==> config.mk <==
export PLATFORM = sky130hd
export DESIGN_NAME = status_excl_monitor
export DESIGN_NICKNAME = d
export VERILOG_FILES = /design/src/rtl/status_mon_pkg.sv /design/src/rtl/excl_popcount_chk.sv /design/src/rtl/status_excl_monitor.sv
export SDC_FILE = /design/constraint.sdc
export NUM_CORES = 1
export LEC_CHECK = 0
export CAP_MARGIN = 20
export CORE_AREA = 2 2 79 81
export CTS_CLUSTER_DIAMETER = 200
export DETAILED_ROUTE_END_ITERATION = 16
export DIE_AREA = 0 0 81 83
export PLACE_DENSITY = 0.83
export SYNTH_ARGS = -nofsm -noshare
export SYNTH_HDL_FRONTEND = slang
export SYNTH_SLANG_ARGS = --single-unit
==> constraint.sdc <==
create_clock -name clk_i -period 5 [get_ports clk_i]
set_input_delay 0.5 -clock clk_i [delete_from_list [all_inputs] [get_ports clk_i]]
set_output_delay 0.5 -clock clk_i [all_outputs]
set_load 0.01 [all_outputs]
==> src/rtl/status_mon_pkg.sv <==
// Shared types and constants for the FP multiplier status checkers.
package status_mon_pkg;

   localparam int ZERO_IDX = 0;
   localparam int INF_IDX  = 1;
   localparam int NAN_IDX  = 2;
   localparam int TINY_IDX = 3;
   localparam int HUGE_IDX = 4;

   localparam logic [7:0] DEFAULT_EXCL_MASK = 8'h1F;

   typedef enum logic [1:0] {
      DISARMED = 2'd0,
      ARMED    = 2'd1,
      FAULT    = 2'd2
   } mon_state_e;

endpackage

==> src/rtl/excl_popcount_chk.sv <==
// Combinational detector: multi is high when more than one bit of vec is set.
module excl_popcount_chk #(
   parameter int W = 8
) (
   input  logic [W-1:0] vec,
   output logic         multi
);

   logic seen_one;

   always_comb begin
      seen_one = 1'b0;
      multi    = 1'b0;
      for (int i = 0; i < W; i++) begin
         if (vec[i]) begin
            if (seen_one) multi = 1'b1;
            seen_one = 1'b1;
         end
      end
   end

endmodule

==> src/rtl/status_excl_monitor.sv <==
// Observational checker for mutually exclusive FP status flags with sticky/count/capture state.
// Optional assertions are compiled in with STATUS_EXCL_MON_SVA_EN.
//
// state    | meaning
// DISARMED | skipping the first ARM_DLY valid samples after reset/clear
// ARMED    | checking samples, no violation seen yet
// FAULT    | at least one violation captured; first_* frozen
module status_excl_monitor
   import status_mon_pkg::*;
#(
   parameter int                  W_STATUS  = 8,
   parameter logic [W_STATUS-1:0] EXCL_MASK = W_STATUS'(DEFAULT_EXCL_MASK),
   parameter int                  CNT_W     = 16,
   parameter int                  ARM_DLY   = 2,
   parameter int                  ALARM_TH  = 1
) (
   input  logic                clk_i,
   input  logic                rst_ni,
   input  logic                status_vld_i,
   input  logic [W_STATUS-1:0] status_i,
   input  logic                clr_i,
   output logic                viol_pulse_o,
   output logic                err_sticky_o,
   output logic                alarm_o,
   output logic [CNT_W-1:0]    viol_cnt_o,
   output logic [W_STATUS-1:0] first_status_o,
   output logic [CNT_W-1:0]    first_time_o,
   output logic [W_STATUS-1:0] seen_mask_o,
   output logic [1:0]          state_o
);

   localparam int               ARM_W      = (ARM_DLY < 1) ? 1 : $clog2(ARM_DLY + 1);
   localparam logic [ARM_W-1:0] ARM_DLY_C  = ARM_W'(ARM_DLY);
   localparam logic [CNT_W-1:0] ALARM_TH_C = CNT_W'(ALARM_TH);
   localparam logic [CNT_W-1:0] CNT_MAX    = {CNT_W{1'b1}};

   mon_state_e          state_q, state_d;
   logic [ARM_W-1:0]    arm_cnt_q, arm_cnt_d, arm_inc;
   logic [CNT_W-1:0]    ts_q, ts_d;
   logic                pulse_q, pulse_d;
   logic                sticky_q, sticky_d;
   logic                alarm_q, alarm_d;
   logic [CNT_W-1:0]    cnt_q, cnt_d;
   logic [W_STATUS-1:0] first_status_q, first_status_d;
   logic [CNT_W-1:0]    first_time_q, first_time_d;
   logic [W_STATUS-1:0] seen_q, seen_d;

   logic [W_STATUS-1:0] stat_m;
   logic                multi;
   logic                chk_en;
   logic                checked;
   logic                viol;

   assign stat_m = status_i & EXCL_MASK;

   excl_popcount_chk #(.W(W_STATUS)) u_popcount (
      .vec   (stat_m),
      .multi (multi)
   );

   // With no arming delay every sample is checked, even the one on the arming edge.
   assign chk_en  = (state_q != DISARMED) || (ARM_DLY == 0);
   assign checked = status_vld_i && chk_en && !clr_i;
   assign viol    = checked && multi;
   assign arm_inc = arm_cnt_q + ARM_W'(1);

   always_comb begin
      state_d        = state_q;
      arm_cnt_d      = arm_cnt_q;
      ts_d           = ts_q + CNT_W'(1);
      pulse_d        = viol;
      sticky_d       = sticky_q;
      cnt_d          = cnt_q;
      first_status_d = first_status_q;
      first_time_d   = first_time_q;
      seen_d         = seen_q;

      if (clr_i) begin
         state_d        = DISARMED;
         arm_cnt_d      = '0;
         sticky_d       = 1'b0;
         cnt_d          = '0;
         first_status_d = '0;
         first_time_d   = '0;
         seen_d         = '0;
      end else begin
         if (checked) seen_d = seen_q | stat_m;
         if (viol) begin
            sticky_d = 1'b1;
            if (cnt_q != CNT_MAX) cnt_d = cnt_q + CNT_W'(1);
            if (!sticky_q) begin
               first_status_d = status_i;
               first_time_d   = ts_q;
            end
            state_d = FAULT;
         end else if (state_q == DISARMED) begin
            if (ARM_DLY == 0) begin
               state_d = ARMED;
            end else if (status_vld_i) begin
               arm_cnt_d = arm_inc;
               if (arm_inc == ARM_DLY_C) state_d = ARMED;
            end
         end
      end

      alarm_d = (cnt_d >= ALARM_TH_C);
   end

   always_ff @(posedge clk_i or negedge rst_ni) begin
      if (!rst_ni) begin
         state_q        <= DISARMED;
         arm_cnt_q      <= '0;
         ts_q           <= '0;
         pulse_q        <= 1'b0;
         sticky_q       <= 1'b0;
         alarm_q        <= 1'b0;
         cnt_q          <= '0;
         first_status_q <= '0;
         first_time_q   <= '0;
         seen_q         <= '0;
      end else begin
         state_q        <= state_d;
         arm_cnt_q      <= arm_cnt_d;
         ts_q           <= ts_d;
         pulse_q        <= pulse_d;
         sticky_q       <= sticky_d;
         alarm_q        <= alarm_d;
         cnt_q          <= cnt_d;
         first_status_q <= first_status_d;
         first_time_q   <= first_time_d;
         seen_q         <= seen_d;
      end
   end

   assign viol_pulse_o   = pulse_q;
   assign err_sticky_o   = sticky_q;
   assign alarm_o        = alarm_q;
   assign viol_cnt_o     = cnt_q;
   assign first_status_o = first_status_q;
   assign first_time_o   = first_time_q;
   assign seen_mask_o    = seen_q;
   assign state_o        = state_q;

`ifdef STATUS_EXCL_MON_SVA_EN
   for (genvar gi = 0; gi < W_STATUS; gi++) begin : g_pair_i
      for (genvar gj = gi + 1; gj < W_STATUS; gj++) begin : g_pair_j
         if (EXCL_MASK[gi] && EXCL_MASK[gj]) begin : g_chk
            a_excl_pair : assert property (@(posedge clk_i) disable iff (!rst_ni)
               !(checked && status_i[gi] && status_i[gj]))
               else $error("status_excl_monitor: bits %0d and %0d set together", gi, gj);
         end
      end
   end

   a_cnt_monotonic : assert property (@(posedge clk_i) disable iff (!rst_ni)
      !clr_i |=> (cnt_q >= $past(cnt_q)))
      else $error("status_excl_monitor: viol_cnt decreased without clr");
`endif

endmodule

### Yosys cells after proc, flatten, opt, wreduce, memory -nomap -nowiden

Cells that the tools add are included.

| word-level totals | value |
|---|---|
| bits in registers | 71 |
| bits of input ports | 12 |
| output and inout bits | 53 |
| word-level logic and storage cells | 69 |

| cells by class | value |
|---|---|
| add/subtract/negate cells | 3 |
| magnitude comparators | 1 |
| eq/ne operators | 4 |
| multiplexer cells | 34 |
| bitwise gates (word level) | 1 |
| reductions and logical operators | 16 |

Operator list:

| cell | number |
|---|---|
| $mux 16 | 6 |
| $mux 8 | 5 |
| $add 16x1->16 const B | 2 |
| $mux 2 | 9 |
| $ge 16x1->1 const B | 1 |
| $ne 16x16->1 const B | 1 |
| $mux 1 | 14 |
| $reduce_bool 2->1 | 5 |
| $reduce_bool 3->1 | 3 |
| $or 8x5->8 | 1 |
| $reduce_and 3->1 | 2 |
| $ne 2x2->1 const B | 2 |
| $logic_and 1x1->1 | 3 |
| $add 2x1->2 const B | 1 |
| $eq 2x2->1 const B | 1 |
| $logic_not 2->1 | 1 |
| $reduce_and 2->1 | 1 |
| $logic_not 1->1 | 1 |

### Depth between registers and ports, before layout

| logic depth | value |
|---|---|
| depth in word-level cells | 13 |
| gate-level depth with buffers | 9 |
| mapped depth without buffers | 8 |

### Hierarchy

A second synthesis with hierarchy kept.

| second synthesis, totals | value |
|---|---|
| cells, all modules | 314 |
| area, all modules | 3,263.1 um2 |

Modules (own cells, without submodules):

| module | times used | cells an instance | area each (um2) |
|---|---|---|---|
| status_excl_monitor | 1 | 305 | 3,189.3 |
| excl_popcount_chk | 1 | 9 | 73.8 |

### Worst setup path after synthesis

Ideal clock, no wire load.

| path | value |
|---|---|
| kind | input to register |
| from | input port status_i[4] |
| to | register alarm_q, in the netlist alarm_o |
| arrival | 1,978 ps |
| data required time | 4,864 ps |
| path slack | 2,886 ps |
| stages | 7 |
| buffers on the path | 0 |
| cell sequence | nor4_1 > or3_4 > a311oi_4 > a211oi_1 > a41oi_2 > a2111oi_2 > nand4b_1 |

| between the ends | value |
|---|---|
| cells in the longest elaborated chain, start to end | 5 |

RTL lines:

| element | RTL line | RTL |
|---|---|---|
| start: declaration | status_excl_monitor.sv:20 | `input logic [W_STATUS-1:0] status_i,` |
| $mux 1 | excl_popcount_chk.sv:15 | `if (vec[i]) begin` |
| $logic_and 1x1->1 | status_excl_monitor.sv:64 | `assign viol = checked && multi;` |
| $mux 16 | status_excl_monitor.sv:88 | `if (viol) begin` |
| $mux 16 | status_excl_monitor.sv:78 | `if (clr_i) begin` |
| $ge 16x1->1 | status_excl_monitor.sv:106 | `alarm_d = (cnt_d >= ALARM_TH_C);` |
| via alarm_d | status_excl_monitor.sv:42 | `logic alarm_q, alarm_d;` |
| end signal: assignment | status_excl_monitor.sv:127 | `alarm_q <= alarm_d;` |
| end: declaration | status_excl_monitor.sv:42 |  |

The timed path passes the listed nets, and every way through them passes these cells.
A chain may end at the register's enable or synchronous reset.

### Worst setup path after layout

| path | value |
|---|---|
| from | register cnt_q[7], in the netlist viol_cnt_o[7] |
| to | register alarm_q, in the netlist alarm_o |

| between the ends | value |
|---|---|
| cells in the longest elaborated chain, start to end | 5 |
| elaborated cells on any way between the ends | 6 |
| classes of those cells | add/sub: 1; order compare: 1; eq/ne: 1; mux: 3 |

RTL lines:

| element | RTL line | RTL |
|---|---|---|
| start: declaration | status_excl_monitor.sv:43 | `logic [CNT_W-1:0] cnt_q, cnt_d;` |
| start signal: assignment | status_excl_monitor.sv:128 | `cnt_q <= cnt_d;` |
| $add 16x1->16 / $ne 16x16->1 (equally long branches) | status_excl_monitor.sv:90 | `if (cnt_q != CNT_MAX) cnt_d = cnt_q + CNT_W'(1);` |
| $mux 16 * | status_excl_monitor.sv:90 |  |
| $mux 16 * | status_excl_monitor.sv:88 |  |
| $mux 16 * | status_excl_monitor.sv:78 |  |
| via cnt_d[11] | status_excl_monitor.sv:43 |  |
| $ge 16x1->1 * | status_excl_monitor.sv:106 |  |
| via alarm_d | status_excl_monitor.sv:42 |  |

The timed path passes the listed nets; every way through them passes the cells marked *.

==> impl_results.md <==
* Outcome: complete, no violations
* Clock-pin slew on the worst setup and hold paths at 0.07 ns
* Post-CTS sizing at 0
* Die width at 81 um
* Top Ports at 65
* Post-route setup TNS at 0 ns
* Vias per Instance at 5.566
* Max Clock Skew at 0.006142 ns
* Vias at 2566
* DRT Pass-1 Iters at 4
* Clk_lat worst skew at 0.34 ns
* CP Max Fanout at 11
* Filler cells at 459
* PwrDens at 279.1 mW/mm^2
* Post-layout util at 69.13%
* Ys async rst share at 100.0%
* Starting density of the core at 54.15%
* Min cycle time layout at 2.651 ns
* Logic pwr share at 8.3%
* Antenna fix cells at 0
* Clock sink total at 68
* Syn Area/Cell at 9.903 um^2
* Crit start category: flip-flop
* Layout area overhead at 27.65%
* Root buffer cell: clkbuf_8
* Layout cells sized above 1 at 9.067%
* Placed cells at 444
* Row Count at 28
* Final setup fails at 0
* Htree depth at 3
* Die area at 0.006723 mm^2
* Vias in the first global route at 2476
* DP Wirelength at 4808 um
* DIE HEIGHT at 83 um
* IO buf count at 61
* RSZ-0062 raised after global routing: no
* Avg WL per Cell at 15.14 um
* Gr usage total at 22.29%
* First-pass GRT wire length at 11650 um
* Clock power frac at 40.8%
* HP Class: input pin to asynchronous set/reset pin
* Postcts setup bufs at 0
* NetSw at 0.0002660 W
* Worst EP required at 5.20 ns
* CTS Hold Bufs at 0
* Cell-internal power at 0.0008562 W
* DRT Wirelength at 6981 um
* Setup slack at placement at 1.739 ns
* Yosys warns at 0
* Multi-input gate area at 0.001360 mm^2
* Pin count of the biggest net entering global routing at 69
* Leakage at 1.767 nW
* GPL Wtd Cong at 0.8352
* Storage cell area at 0.001702 mm^2
* Post-synthesis sequential area ratio at 54.03%
* TritonCTS Buffers at 9
* Worst setup margin at 2.349 ns
* Clk buf depth at 2
* Fmax at 377.2 MHz
* Yosys cell types at 50
* Final ANT Viol Nets at 0
* Cell count after synthesis at 318
* FF+latch count, synth at 68
* Synthesized area at 0.003149 mm^2
* GRT overflow at 0
* Sw Share at 23.70%
* Slew margin rel. at 44.53%
* Critical path class: flip-flop to flip-flop
* EDFF count, synth at 0
* Drt drc at 0
* Core Area at 0.005816 mm^2
* # nets final at 396
* Max-cap violation count at 0
* Endpoints failing hold at 0
* Top_reg_cell synth: dfrtp_1
* TritonCTS clock tree: built
* Initial antenna violation count at 0
* Crit path DAT at 2.85 ns
* Final non-filler cell total at 461
* Final period util at 53.02%
* Sequential Power Share at 50.9%
* Worst setup EP type: flip-flop
* Worst vdd ir at 0.1530 mV
* Worst Tran Pin Value at 0.8320 ns
* Fin. max-slew vios at 0
* Drt initial violations at 174
[Yosys cell counts, types with 2 or more instances]
cell type,count,area (um^2)
a211oi_1,5,37.54
a21oi_1,11,55.05
a31oi_1,3,18.77
and3_1,5,31.28
and3_4,2,22.52
and4_1,2,17.52
buf_1,2,7.510
buf_2,3,15.01
buf_4,4,30.03
clkbuf_1,6,22.52
dfrtp_1,68,1702
ha_1,3,37.54
inv_1,4,15.01
inv_2,2,7.510
mux2i_1,3,30.03
nand2_1,65,244.0
nand3_1,29,145.1
nand4_1,7,43.79
nor2_1,22,82.58
nor3_1,6,30.03
nor4_1,2,12.51
o21ai_0,5,25.02
o21ai_1,6,30.03
o31ai_1,4,30.03
or3_1,2,12.51
or4_1,2,15.01
xnor2_1,15,131.4
xor2_1,8,70.07
[cell usage in the layout (no fill, tap or decap), drive strengths merged, types with 2 or more instances in the layout]
cell / n
a211oi: 5
a21oi: 11
a311oi: 2
a31oi: 3
and3: 7
and4: 2
buf: 5
clkbuf: 12
clkdlybuf4s50: 60
clkinv: 2
conb: 3
dfrtp: 68
ha: 3
inv: 6
mux2i: 3
nand2: 65
nand3: 29
nand4: 7
nor2: 22
nor3: 7
nor4: 3
o21ai: 12
o31ai: 4
or2: 2
or3: 3
or4: 2
xnor2: 15
xor2: 8
[through the flow]
step	power, W	hold WS (ns)	area, um^2
after floorplan	0.0006242	0.2044	3157
after detailed placement	0.0006739	0.4574	3806
after CTS	0.001130	0.3765	4009
after global placement	0.0006707	0.4608	3806
final	0.001122	0.3295	4020
after global routing	0.001168	0.4042	4020
[final timing paths]
check	start	end	slack (ns)	depth (start not counted)
hold reg to reg	first_status_o[6]$_DFFE_PN0P_	first_status_o[6]$_DFFE_PN0P_	0.47	2
setup reg to reg	viol_cnt_o[7]$_DFF_PN0_	alarm_o$_DFF_PN0_	2.35	7
min in group clk_i	first_status_o[6]$_DFFE_PN0P_	first_status_o[6]$_DFFE_PN0P_	0.47	2
setup / recovery	viol_cnt_o[7]$_DFF_PN0_	alarm_o$_DFF_PN0_	2.35	7
max in group asynchronous	rst_ni	viol_cnt_o[15]$_DFF_PN0_	4.12	2
hold / removal	rst_ni	viol_cnt_o[0]$_DFF_PN0_	0.33	2
[routing by layer]
layer	vias to the layer above	track usage, %	share of wire (%)
met5	-	0	0
met4	0	8.320	1.5
met2	78	34.86	49
met3	10	5.543	4.6
li1	1228	-	-
met1	1250	29.92	44
[worst max-delay path: stages (launching register included)]
cell	delay [ns]
dfrtp_1	0.51
and4_1	0.30
nand3_1	0.24
o311ai_2	0.65
or4_1	0.20
a21oi_1	0.09
a2111oi_2	0.36
nand4b_1	0.16
[cell families (layout without fill, tap and decap cells)]
family,count (synthesis),after routing,share of synthesized area [%]
simple gates,154,154,23.76
flops,68,68,54.03
compound gates,45,45,10.45
xor+xnor,23,23,6.397
buf+inv,21,87,3.099
fa+ha+maj,3,3,1.192
mux,3,3,0.9536
other cells,1,3,0.1191
[layout make-up]
cell class                      instances  share of cell area [%]
Clock inverter                          4                   1.183
Clock buffer                           12                   3.859
Multi-Input combinational cell        231                   33.83
Sequential cell                        68                   42.33
Timing Repair Buffer                   65                   15.90
Inverter                                6                  0.5602
Tap cell                               75                   2.334
[sequential cells by signal, summed over array words and instances (netlist names)]
| signal | cells |
|---|---|
| viol_cnt_o | 16 |
| first_status_o | 8 |
| ts_q | 16 |
| viol_pulse_o | 1 |
| seen_mask_o | 5 |
| first_time_o | 16 |
| err_sticky_o | 1 |
| state_o | 2 |
| arm_cnt_q | 2 |
| alarm_o | 1 |
[power by group through the flow]
stage               clock network [W]  registers [W]   logic, W
floorplan                           0       0.000583  0.0000408
global placement                    0       0.000580  0.0000903
detailed placement                  0       0.000581  0.0000933
CTS                          0.000466       0.000570  0.0000936
global route                 0.000492       0.000571   0.000105
finish                       0.000458       0.000571  0.0000936
(Power assumes the default switching activity.)
